--- src/rtl/game_pkg.sv ---
// Shared definitions for the game-flow sequencer: state encoding, widths and
// the default play-button geometry.
package game_pkg;

  localparam int unsigned BTN_W   = 11;
  localparam int unsigned SEC_W   = 7;
  localparam int unsigned SCORE_W = 8;

  localparam int unsigned DEF_PLAY_X = 380;
  localparam int unsigned DEF_PLAY_Y = 186;
  localparam int unsigned DEF_PLAY_W = 300;
  localparam int unsigned DEF_PLAY_H = 100;

  typedef enum logic [1:0] {
    IDLE  = 2'd0,
    WAIT  = 2'd1,
    GAME  = 2'd2,
    SCORE = 2'd3
  } state_t;

endpackage

--- src/rtl/sec_tick.sv ---
// One-second prescaler: counts 0..CLK_HZ-1 and flags the terminal count.
// A synchronous clear restarts the second so each state gets a full first second.
module sec_tick #(
  parameter int unsigned CLK_HZ = 40_000_000
) (
  input  logic pclk,
  input  logic rst,
  input  logic clr,
  output logic tick
);

  localparam int unsigned CNT_W = (CLK_HZ > 1) ? $clog2(CLK_HZ) : 1;
  localparam logic [CNT_W-1:0] LAST = CNT_W'(CLK_HZ - 1);

  logic [CNT_W-1:0] cnt;

  always_ff @(posedge pclk or posedge rst) begin
    if (rst) begin
      cnt <= '0;
    end else if (clr || cnt == LAST) begin
      cnt <= '0;
    end else begin
      cnt <= cnt + CNT_W'(1);
    end
  end

  // Decoded from the count so the FSM can act on the same cycle.
  assign tick = (cnt == LAST);

endmodule

--- src/rtl/game_ctl.sv ---
// Game-flow sequencer: IDLE/WAIT/GAME/SCORE, play-button geometry, per-second
// countdown, WAIT timeout / SCORE hold timing and saturating hit score.
module game_ctl
  import game_pkg::*;
#(
  parameter int unsigned CLK_HZ         = 40_000_000,
  parameter int unsigned GAME_SECONDS   = 30,
  parameter int unsigned WAIT_TIMEOUT_S = 10,
  parameter int unsigned SCORE_HOLD_S   = 5,
  parameter int unsigned PLAY_X         = DEF_PLAY_X,
  parameter int unsigned PLAY_Y         = DEF_PLAY_Y,
  parameter int unsigned PLAY_W         = DEF_PLAY_W,
  parameter int unsigned PLAY_H         = DEF_PLAY_H
) (
  input  logic               pclk,
  input  logic               rst,
  input  logic               play_clicked,
  input  logic               uart_start,
  input  logic               target_hit,
  input  logic               stop_clicked,
  output logic [1:0]         state,
  output logic [BTN_W-1:0]   btn_hstart,
  output logic [BTN_W-1:0]   btn_vstart,
  output logic [BTN_W-1:0]   btn_hlength,
  output logic [BTN_W-1:0]   btn_vlength,
  output logic [SEC_W-1:0]   seconds_left,
  output logic [SCORE_W-1:0] score,
  output logic               score_done
);

  localparam logic [SEC_W-1:0]   GAME_SEC  = SEC_W'(GAME_SECONDS);
  localparam logic [SEC_W-1:0]   WAIT_LAST = SEC_W'(WAIT_TIMEOUT_S - 1);
  localparam logic [SEC_W-1:0]   HOLD_LAST = SEC_W'(SCORE_HOLD_S - 1);
  localparam logic [SCORE_W-1:0] SCORE_MAX = '1;

  state_t           st;
  state_t           nxt;
  logic             tick;
  logic             clr;
  logic [SEC_W-1:0] sec_cnt;

  sec_tick #(.CLK_HZ(CLK_HZ)) u_sec_tick (
    .pclk (pclk),
    .rst  (rst),
    .clr  (clr),
    .tick (tick)
  );

  // Transition decision; stop beats expiry, start beats timeout.
  always_comb begin
    nxt = st;
    case (st)
      IDLE:  if (play_clicked) nxt = WAIT;
      WAIT: begin
        if (stop_clicked)                  nxt = IDLE;
        else if (uart_start)               nxt = GAME;
        else if (tick && sec_cnt == WAIT_LAST) nxt = IDLE;
      end
      GAME: begin
        if (stop_clicked)                              nxt = IDLE;
        else if (tick && seconds_left == SEC_W'(1))    nxt = SCORE;
      end
      SCORE: if (tick && sec_cnt == HOLD_LAST) nxt = IDLE;
    endcase
    clr = (nxt != st);
  end

  always_ff @(posedge pclk or posedge rst) begin
    if (rst) begin
      st           <= IDLE;
      btn_hstart   <= BTN_W'(PLAY_X);
      btn_vstart   <= BTN_W'(PLAY_Y);
      btn_hlength  <= BTN_W'(PLAY_W);
      btn_vlength  <= BTN_W'(PLAY_H);
      seconds_left <= GAME_SEC;
      score        <= '0;
      score_done   <= 1'b0;
      sec_cnt      <= '0;
    end else begin
      st         <= nxt;
      score_done <= (st == GAME) && (nxt == SCORE);

      if (clr)       sec_cnt <= '0;
      else if (tick) sec_cnt <= sec_cnt + SEC_W'(1);

      // The button is only live while idle; zero geometry disables it.
      if (nxt == IDLE) begin
        btn_hstart  <= BTN_W'(PLAY_X);
        btn_vstart  <= BTN_W'(PLAY_Y);
        btn_hlength <= BTN_W'(PLAY_W);
        btn_vlength <= BTN_W'(PLAY_H);
      end else begin
        btn_hstart  <= '0;
        btn_vstart  <= '0;
        btn_hlength <= '0;
        btn_vlength <= '0;
      end

      if (nxt == SCORE)                     seconds_left <= '0;
      else if (nxt != GAME || st != GAME)   seconds_left <= GAME_SEC;
      else if (tick)                        seconds_left <= seconds_left - SEC_W'(1);

      if ((st == IDLE && play_clicked) || (st == GAME && stop_clicked)) begin
        score <= '0;
      end else if (st == GAME && target_hit && score != SCORE_MAX) begin
        score <= score + SCORE_W'(1);
      end
    end
  end

  assign state = st;

endmodule

--- config.mk ---
export PLATFORM = sky130hd
export DESIGN_NAME = game_ctl
export DESIGN_NICKNAME = d
export VERILOG_FILES = /design/src/rtl/game_pkg.sv /design/src/rtl/sec_tick.sv /design/src/rtl/game_ctl.sv
export SDC_FILE = /design/constraint.sdc
export NUM_CORES = 1
export LEC_CHECK = 0
export ABC_AREA = 0
export BUFFER_PORTS_ARGS = -buffer_cell sky130_fd_sc_hd__buf_2
export CAP_MARGIN = 15
export CORE_MARGIN = 8
export CORE_UTILIZATION = 25
export DETAILED_ROUTE_END_ITERATION = 12
export PLACE_DENSITY = 0.45
export SLEW_MARGIN = 20
export SYNTH_ARGS = -nofsm -noshare
export SYNTH_HDL_FRONTEND = slang
export SYNTH_SLANG_ARGS = --single-unit
--- constraint.sdc ---
create_clock -name pclk -period 2.6 [get_ports pclk]
set_input_delay 0.13 -clock pclk [delete_from_list [all_inputs] [get_ports pclk]]
set_output_delay 0.13 -clock pclk [all_outputs]
set_load 0.02 [all_outputs]
==> results of run 1 <==
## cell usage after synthesis, types with 2 or more instances
cell type / count / area share
clkbuf_1: 7 / 0.0083
or3b_2: 2 / 0.0055
xor2_1: 21 / 0.058
or3_1: 6 / 0.012
buf_4: 44 / 0.10
nor3_1: 10 / 0.016
nand4_1: 13 / 0.026
dfstp_2: 5 / 0.041
nor2b_1: 2 / 0.0039
o21ai_0: 7 / 0.011
and4_1: 6 / 0.017
and3_1: 7 / 0.014
and4bb_2: 2 / 0.0079
and3b_1: 3 / 0.0083
ha_1: 7 / 0.028
a2111oi_0: 2 / 0.0055
and2_1: 2 / 0.0039
xnor2_1: 14 / 0.039
nor2_1: 30 / 0.035
nand2_1: 17 / 0.020
buf_2: 4 / 0.0063
mux2i_1: 3 / 0.0094
nand3_1: 13 / 0.020
dfrtp_1: 47 / 0.37
a21boi_0: 2 / 0.0047
a21oi_1: 20 / 0.031
a22oi_2: 2 / 0.0079
inv_1: 10 / 0.012
a221o_1: 2 / 0.0063
o211ai_1: 5 / 0.012
or4_1: 3 / 0.0071
o31ai_1: 4 / 0.0094
## worst max path at each step
stage	startpoint	to	slack (ns)	depth (start not counted)
after CTS	u_sec_tick.cnt[0]	seconds_left[2]	0.23	7
after detailed placement	u_sec_tick.cnt[0]	seconds_left[2]	0.24	7
final	u_sec_tick.cnt[0]	seconds_left[2]	0.23	7
after global placement	u_sec_tick.cnt[0]	seconds_left[2]	0.31	7
after floorplan	u_sec_tick.cnt[0]	sec_cnt[6]	0.48	8
after global routing	u_sec_tick.cnt[0]	seconds_left[2]	0.05	7
## layout make-up
cell class | count | area, sq um | share of cell area
inverter | 10 | 37.5 | 0.0105
sequential | 52 | 1310 | 0.365
timing repair buffer | 53 | 298 | 0.0832
multi-input combinational | 247 | 1550 | 0.434
tap | 172 | 215 | 0.0601
clock buffer | 5 | 125 | 0.0350
clock inverter | 3 | 42.5 | 0.0119
## per-layer routing
layer	GRT usage	vias up	routed length, microns
met5	0	-	0
met4	0.0332	0	97
met3	0.0165	5	478
met2	0.153	63	3430
met1	0.110	1141	3250
li1	-	1180	-
## worst max-delay path, cell delays in order, from the launching register on
cell	delay, ns
dfrtp_1	0.38
ha_1	0.21
and4_1	0.33
nand2_1	0.13
or3_1	0.50
buf_4	0.23
a2111oi_0	0.37
a221o_1	0.17
## power by group
group,total (mW),switching [mW],internal [mW]
Combinational,1.05,0.693,0.353
Clock,0.760,0.307,0.453
Sequential,1.07,0.146,0.928
## flip-flops by register name (all words and copies together), names as in the netlist
signal	count
sec_cnt	7
state	2
u_sec_tick.cnt	26
seconds_left	7
btn_vlength	1
score	8
score_done	1
## stage by stage
stage	instance area (sq um)	total power [mW]	hold WS, ns	std cells
floorplan	3280	1.94	0.308	365
global placement	3400	2.15	0.119	533
detailed placement	3400	2.14	0.120	533
CTS	3580	2.91	0.173	542
global route	3580	3.07	0.199	542
finish	3580	2.88	0.167	542
## cell families (layout without fill, tap and decap cells)
| logic type | count (synthesis) | in the layout | share of synthesized area |
|---|---|---|---|
| other cells | 1 | 26 | 0.00118 |
| mux | 3 | 3 | 0.00943 |
| buf+inv | 66 | 71 | 0.131 |
| xor+xnor | 35 | 35 | 0.0963 |
| flops | 52 | 52 | 0.411 |
| compound gates | 54 | 54 | 0.112 |
| simple gates | 122 | 122 | 0.211 |
| fa+ha+maj | 7 | 7 | 0.0275 |
## repair_timing
item                      CTS  global route
buffers inserted            0             0
hold buffers                1             0
hold endpoints to repair    9             0
==> run summary, run 1 <==
Pwr/cell area - 805 nW/um^2
DIE WIDTH - 129 microns
Pleak - 1.63 nW
Min-Delay Endpoint - btn_vlength[5]
RSZ-0062 raised after global routing - no
Register area share after synthesis - 0.411
Fin. Hold Viols - 0
MaxCap Viol Count - 0
Worst-Margin Slew - 0.680 ns
CTS tree - yes
Number of global-route vias before repair - 2370
Half-perimeter wire length after placement - 5480 microns
Mean Syn Cell Area - 9.37 sq um
Detailed Route Iter0 Violations - 167
Antenna Cells - 0
Critical path endpoint category - flip-flop
CP Max Fanout - 12
Routability-driven placement congestion ratio - 0.804
R2r startpoint - u_sec_tick.cnt[0]
Core Rows - 41
Share of layout cells above drive strength 1 - 0.205
Setup violations, final - 0
Outcome - completed
Die footprint - 16600 sq um
Hold path startpoint - play_clicked
Ys flop type - dfrtp_1
Hold depth - 4
Drt wl/cell - 13.4 microns
Fmax - 422 MHz
Initial antenna violation count - 0
#FFs+latches synth - 52
Worst Skew - 0.00849 ns
Starting density of the core - 0.254
Max IR drop VDD - 0.000348 V
Fin nets - 382
Commonest non-fill, non-tap cell in the layout - dfrtp_1
Worst hold path class - input port to flip-flop
# fillers - 1366
Final core utilization - 0.286
Syn-to-layout area delta - 12.4%
Commonest non-fill, non-tap cells in the layout - dfrtp_1, buf_2, nor2_1
Cells after Synth - 340
CTS sink cnt - 52
Post-Route WL - 7250 microns
I/O pin count - 68
Core ar. - 12500 sq um
Final worst setup slack - 0.228 ns
Yosys warning count - 0
CP startpoint kind - flip-flop
Tmin final - 2.37 ns
Final global-route overflow total - 0
Dpl ws - 0.237 ns
CP Class - flip-flop to flip-flop
Post-Route Setup TNS - 0 ns
IO buf count - 41
Max Slew Vio Count - 0
Total vias in the final route - 2389
Total CTS buffers - 5
DRT Pass-1 Iters - 4
Largest net degree at the start of global routing - 23
GRT Overall Usage - 0.0899
First-pass GRT wire length - 12100 microns
R2r worst-path depth - 7
Post-synth EDFFs - 0
Cell area after synthesis - 3180 sq um
# DRC - 0
Clk slew on worst S/H paths - 0.08 ns
CTS resizes - 0
Antenna-violating nets left - 0
Post-synthesis async set-or-reset flop share - 1.00
Htree depth - 2
Yosys cell types - 50
Root buffer cell - clkbuf_16
Chip height - 129 microns
Tcrit/Tclk final - 0.912
Vias per cell - 4.41
Worst rel slew slack - 0.544
CTS max path bufs - 2
Worst R2R End - seconds_left[2]
Latest clock arrival within the worst-skew pair - 0.29 ns
R2R Setup Slk - 0.23 ns
WP data arrival - 2.61 ns
WP data required - 2.84 ns
Note: power is estimated with default switching activity, not from simulation.
==> run 2, diff against run 1 <==
- RECOVER_POWER: default -> 100
==> run 2 against run 1 <==
- critical endpoint unchanged
- critical path type unchanged
- wire length increased by 0.26%
- count of clock-buffer cells in the layout unchanged
- maximum frequency increased by 0.58%
- die area unchanged
- largest power group unchanged
- critical path depth unchanged
- worst setup slack improved by 0.014 ns
- sequential power about the same
- design area decreased by 1.6%
- highest routed layer unchanged
- cell count unchanged
==> run summary, run 2 (synthesis gave the netlist of run 1 again) <==
Outcome - completed
Post-CTS setup buffer count - 0
GRT Overall Usage - 0.0899
Post-Route Setup TNS - 0 ns
Final global-route overflow total - 0
WP data required - 2.84 ns
Antenna Cells - 0
Fmax - 424 MHz
Routability-driven placement congestion ratio - 0.804
Commonest non-fill, non-tap cells in the layout - dfrtp_1, clkbuf_1, nor2_1
R2r startpoint - u_sec_tick.cnt[0]
Worst R2R End - seconds_left[2]
Biggest register - u_sec_tick.cnt
Biggest regs - u_sec_tick.cnt: 26 flops, score: 8 flops
Vias per cell - 4.43
Hold depth - 4
CP Max Fanout - 12
Crit path cell chain - ha_1 > and4_1 > nand2_1 > or3_1 > buf_4 > a2111oi_0 > a221o_1
Multi-input gate area - 1550 sq um
Total vias in the final route - 2401
Share of layout cells above drive strength 1 - 0.0973
Die footprint - 16600 sq um
R2R Setup Slk - 0.24 ns
# fillers - 1392
Drt wl/cell - 13.4 microns
Largest net degree at the start of global routing - 23
CP Class - flip-flop to flip-flop
Number of global-route vias before repair - 2370
Total area of sequential cells - 1310 sq um
Core ar. - 12500 sq um
Post-Route WL - 7270 microns
Critical path's slowest cell - or3_1
Antenna-violating nets left - 0
CTS sink cnt - 52
Fin cells - 542
Starting density of the core - 0.254
Worst-Margin Slew - 1.27 ns
Initial antenna violation count - 0
DRT Pass-1 Iters - 4
Min-Delay Endpoint - btn_vlength[5]
Clk slew on worst S/H paths - 0.08 ns
Pwr/cell area - 804 nW/um^2
IO buf count - 41
Hold path startpoint - play_clicked
Detailed Route Iter0 Violations - 168
I/O pin count - 68
Power, Total - 2.83 mW
CTS max path bufs - 2
Largest register FFs - 26
Root buffer cell - clkbuf_16
Fin. Hold Viols - 0
First-pass GRT wire length - 12100 microns
CTS tree - yes
Worst rel slew slack - 0.153
Worst hold path class - input port to flip-flop
Chip height - 129 microns
Core Rows - 41
R2r worst-path depth - 7
MaxCap Viol Count - 0
DIE WIDTH - 129 microns
Setup violations, final - 0
Critical path endpoint category - flip-flop
WP data arrival - 2.60 ns
Htree depth - 2
Worst Skew - 0.00993 ns
Post-DP Area - 3400 sq um
Fin nets - 382
Commonest non-fill, non-tap cell in the layout - dfrtp_1
Dpl cells - 533
Half-perimeter wire length after placement - 5480 microns
Pleak - 1.49 nW
Tmin final - 2.36 ns
Max Slew Vio Count - 0
# DRC - 0
RSZ-0062 raised after global routing - no
Worst hold slack - 0.174 ns
Fin area - 3520 sq um
CP peak stage delay - 0.49 ns
Syn-to-layout area delta - 10.6%
Max IR drop VDD - 0.000349 V
CP startpoint kind - flip-flop
Total CTS buffers - 5
Latest clock arrival within the worst-skew pair - 0.29 ns
Tcrit/Tclk final - 0.907
[run 2: report_power, final]
| part | leakage (nW) | total [mW] | internal [mW] | switching (mW) |
|---|---|---|---|---|
| Clock | 0.0798 | 0.758 | 0.453 | 0.305 |
| Combinational | 0.711 | 0.997 | 0.300 | 0.696 |
| Sequential | 0.696 | 1.08 | 0.924 | 0.152 |
| Total | 1.49 | 2.83 | 1.68 | 1.15 |
[run 2: through the flow]
| step | worst slack, ns | util |
|---|---|---|
| after global placement | 0.314 | 0.272 |
| after detailed placement | 0.237 | 0.272 |
| after global routing | 0.0589 | 0.281 |
| after floorplan | 0.483 | - |
| final | 0.241 | 0.281 |
| after CTS | 0.230 | 0.286 |
[run 2: what timing repair did]
action	4_1_cts	5_1_grt
hold endpoints to repair	9	0
hold buffers	1	0
resized for setup	0	0
[run 2: worst max-delay path, delay by kind of cell, from the launching register on]
kind / cells / cell delay, ns
adder cells (fa/ha/maj): 1 / 0.21
AND/OR/NAND/NOR: 3 / 0.95
AO/OA/AOI/OAI: 2 / 0.54
buffers and inverters: 1 / 0.23
flip-flops: 1 / 0.38
[run 2: worst max path at each step]
stage / to / startpoint / depth (start not counted) / slack, ns
after global placement: seconds_left[2] / u_sec_tick.cnt[0] / 7 / 0.31
final: seconds_left[2] / u_sec_tick.cnt[0] / 7 / 0.24
after detailed placement: seconds_left[2] / u_sec_tick.cnt[0] / 7 / 0.24
after CTS: seconds_left[2] / u_sec_tick.cnt[0] / 7 / 0.23
after global routing: seconds_left[2] / u_sec_tick.cnt[0] / 7 / 0.06
after floorplan: sec_cnt[6] / u_sec_tick.cnt[0] / 8 / 0.48
[run 2: layer usage]
layer | share of wire | track usage | vias to the layer above | wire, microns
met4 | 0.013 | 0.0332 | 0 | 97
met1 | 0.45 | 0.110 | 1153 | 3240
met2 | 0.47 | 0.153 | 64 | 3420
met5 | 0 | 0 | - | 0
li1 | - | - | 1179 | -
met3 | 0.071 | 0.0165 | 5 | 517
[run 2: cell type report]
class,count,area share
tap,172,0.0611
sequential,52,0.371
inverter,10,0.0107
timing repair buffer,53,0.0686
clock buffer,5,0.0355
multi-input combinational,247,0.441
clock inverter,3,0.0121
==> run 3, diff against run 2 <==
- BUFFER_PORTS_ARGS: -buffer_cell sky130_fd_sc_hd__buf_2 -> default
- DONT_BUFFER_PORTS: default -> 1
- PLACE_DENSITY: 0.45 -> 0.35
==> run 3 against run 2 <==
- the run now ends with capacitance limit, slew limit left
- critical path depth down 1
- core utilization shrank 1.3 points
- register-to-register slack is essentially flat
- count of clock-buffer cells in the layout stayed put
- wire length grew 5.5%
- cell count down 7.2%
- hold slack worse by 0.15 ns
- non-clock buffer count down 39
- flip-flop and latch count is the same
- critical path type unchanged
- largest cell class unchanged
- largest power group unchanged
==> run summary, run 3 (synthesis gave the netlist of run 1 again) <==
Max Slew Vio Count - 1
Die footprint - 16600 sq um
Max IR drop VDD - 0.000233 V
MaxCap Viol Count - 1
Number of buffers and inverters on the critical path - 0
# DRC - 0
Commonest non-fill, non-tap cell in the layout - dfrtp_1
First-pass GRT wire length - 12300 microns
CTS sink cnt - 52
Commonest non-fill, non-tap cells in the layout - dfrtp_1, nor2_1, conb_1
Syn-to-layout area delta - 5.54%
Core Rows - 41
DIE WIDTH - 129 microns
IO buf count - 0
Htree depth - 2
Half-perimeter wire length after placement - 5420 microns
Psw - 1.14 mW
Largest net degree at the start of global routing - 21
Largest register FFs - 26
Combinational Power Share - 0.257
Post-Route Setup TNS - 0 ns
Antenna-violating nets left - 0
CP delay by family, top - simple AND/OR/NAND/NOR gates
Switching share of total power - 0.414
CTS max path bufs - 2
GRT Overall Usage - 0.0941
Dpl cells - 494
Share of layout cells above drive strength 1 - 0.0755
Vias per cell - 4.43
Failing checks - capacitance limit, slew limit
CP startpoint kind - flip-flop
Worst hold path class - input port to flip-flop
Pwr/cell area - 822 nW/um^2
Post-Route WL - 7670 microns
Total vias in the final route - 2226
Biggest regs - u_sec_tick.cnt: 26 flops, score: 8 flops
Chip height - 129 microns
WP data arrival - 2.58 ns
Critical path's slowest cell - or3_1
Number of global-route vias before repair - 2198
Fmax - 424 MHz
Initial antenna violation count - 0
Worst-Margin Slew - 1.74 ns
RSZ-0062 raised after global routing - no
CP peak stage delay - 0.64 ns
# fillers - 1364
Root buffer cell - clkbuf_16
Critical path endpoint category - flip-flop
Fin cells - 503
Core ar. - 12500 sq um
Worst hold slack - 0.0233 ns
Total CTS buffers - 5
Setup violations, final - 0
Tcrit/Tclk final - 0.907
CP Class - flip-flop to flip-flop
Sequential group share of total power - 0.457
Tmin final - 2.36 ns
CTS tree - yes
I/O pin count - 68
Detailed Route Iter0 Violations - 127
Final global-route overflow total - 0
WP data required - 2.82 ns
Starting density of the core - 0.254
Fin. Hold Viols - 0
Outcome - complete, but fails checks
Crit path cell chain - ha_1 > and4_1 > nand2_1 > or3_1 > or4_1 > a22oi_1
CP Max Fanout - 19
Worst Skew - 0.0112 ns
DRT Pass-1 Iters - 4
Latest clock arrival within the worst-skew pair - 0.30 ns
Clk slew on worst S/H paths - 0.08 ns
Fin nets - 343
Worst rel slew slack - -0.158
Pleak - 1.42 nW
Biggest register - u_sec_tick.cnt
Power share of the clock group - 0.287
Routability-driven placement congestion ratio - 0.723
Drt wl/cell - 15.3 microns
Design internal power - 1.62 mW
Antenna Cells - 0
[run 3: cell count changes in the layout (fill, tap and decap cells not counted)]
cell,previous run,this run
dfstp_2,3,1
o21ai_0,7,6
o21ai_1,1,2
a22oi_2,2,0
clkbuf_1,37,5
dfstp_1,2,4
clkinv_2,1,0
a22oi_1,1,3
inv_6,0,1
buf_2,7,0
[run 3: final timing paths]
path                       depth (start not counted)                  to               from  slack, ns
hold / removal                                     3      btn_vlength[5]       play_clicked       0.02
min in group asynchronous                          2     seconds_left[0]                rst       0.40
max in group asynchronous                          3  u_sec_tick.cnt[12]                rst       0.76
hold reg to reg                                    1   u_sec_tick.cnt[0]  u_sec_tick.cnt[0]       0.48
setup reg to reg                                   6          sec_cnt[6]  u_sec_tick.cnt[0]       0.24
setup / recovery                                   6          sec_cnt[6]  u_sec_tick.cnt[0]       0.24
[run 3: metal layers]
| layer | track usage | share of wire |
|---|---|---|
| met5 | 0 | 0 |
| met4 | 0.0270 | 0.0082 |
| met3 | 0.0207 | 0.053 |
| met2 | 0.154 | 0.48 |
| met1 | 0.122 | 0.46 |
[run 3: tightest hold or removal path, stage by stage]
cell,delay [ns]
nand2_1,0.03
o211ai_1,0.10
nor3_1,0.06
[run 3: cell type report]
cell class	instances	area [sq um]	area share
repair buffers	14	86.3	0.0257
inverters	10	37.5	0.0112
multi-input cells	247	1540	0.459
clock buffers	5	125	0.0372
clock inverters	3	46.3	0.0138
well taps	172	215	0.0640
flip-flops and latches	52	1310	0.389
[run 3: power groups by stage]
| stage | clock network, mW | registers, mW | logic, mW |
|---|---|---|---|
| after floorplan | 0 | 1.12 | 0.821 |
| after global placement | 0 | 1.30 | 0.754 |
| after detailed placement | 0 | 1.30 | 0.742 |
| after CTS | 0.821 | 1.28 | 0.748 |
| after global routing | 0.849 | 1.30 | 0.812 |
| final | 0.792 | 1.26 | 0.709 |
[run 3: what timing repair did]
item | in CTS | in global routing
endpoints found under the hold margin | 11 | 0
gates resized for setup | 0 | 0
hold buffers | 1 | 0
buffers inserted | 0 | 0
[run 3: metrics by stage]
step / util / total power [mW] / setup slack, ns / cell area, sq um
after floorplan: - / 1.94 / 0.483 / 3280
after global placement: 0.257 / 2.05 / 0.265 / 3210
after detailed placement: 0.257 / 2.04 / 0.237 / 3210
after CTS: 0.271 / 2.85 / 0.215 / 3400
after global routing: 0.268 / 2.96 / 0.0427 / 3360
final: 0.268 / 2.76 / 0.242 / 3360
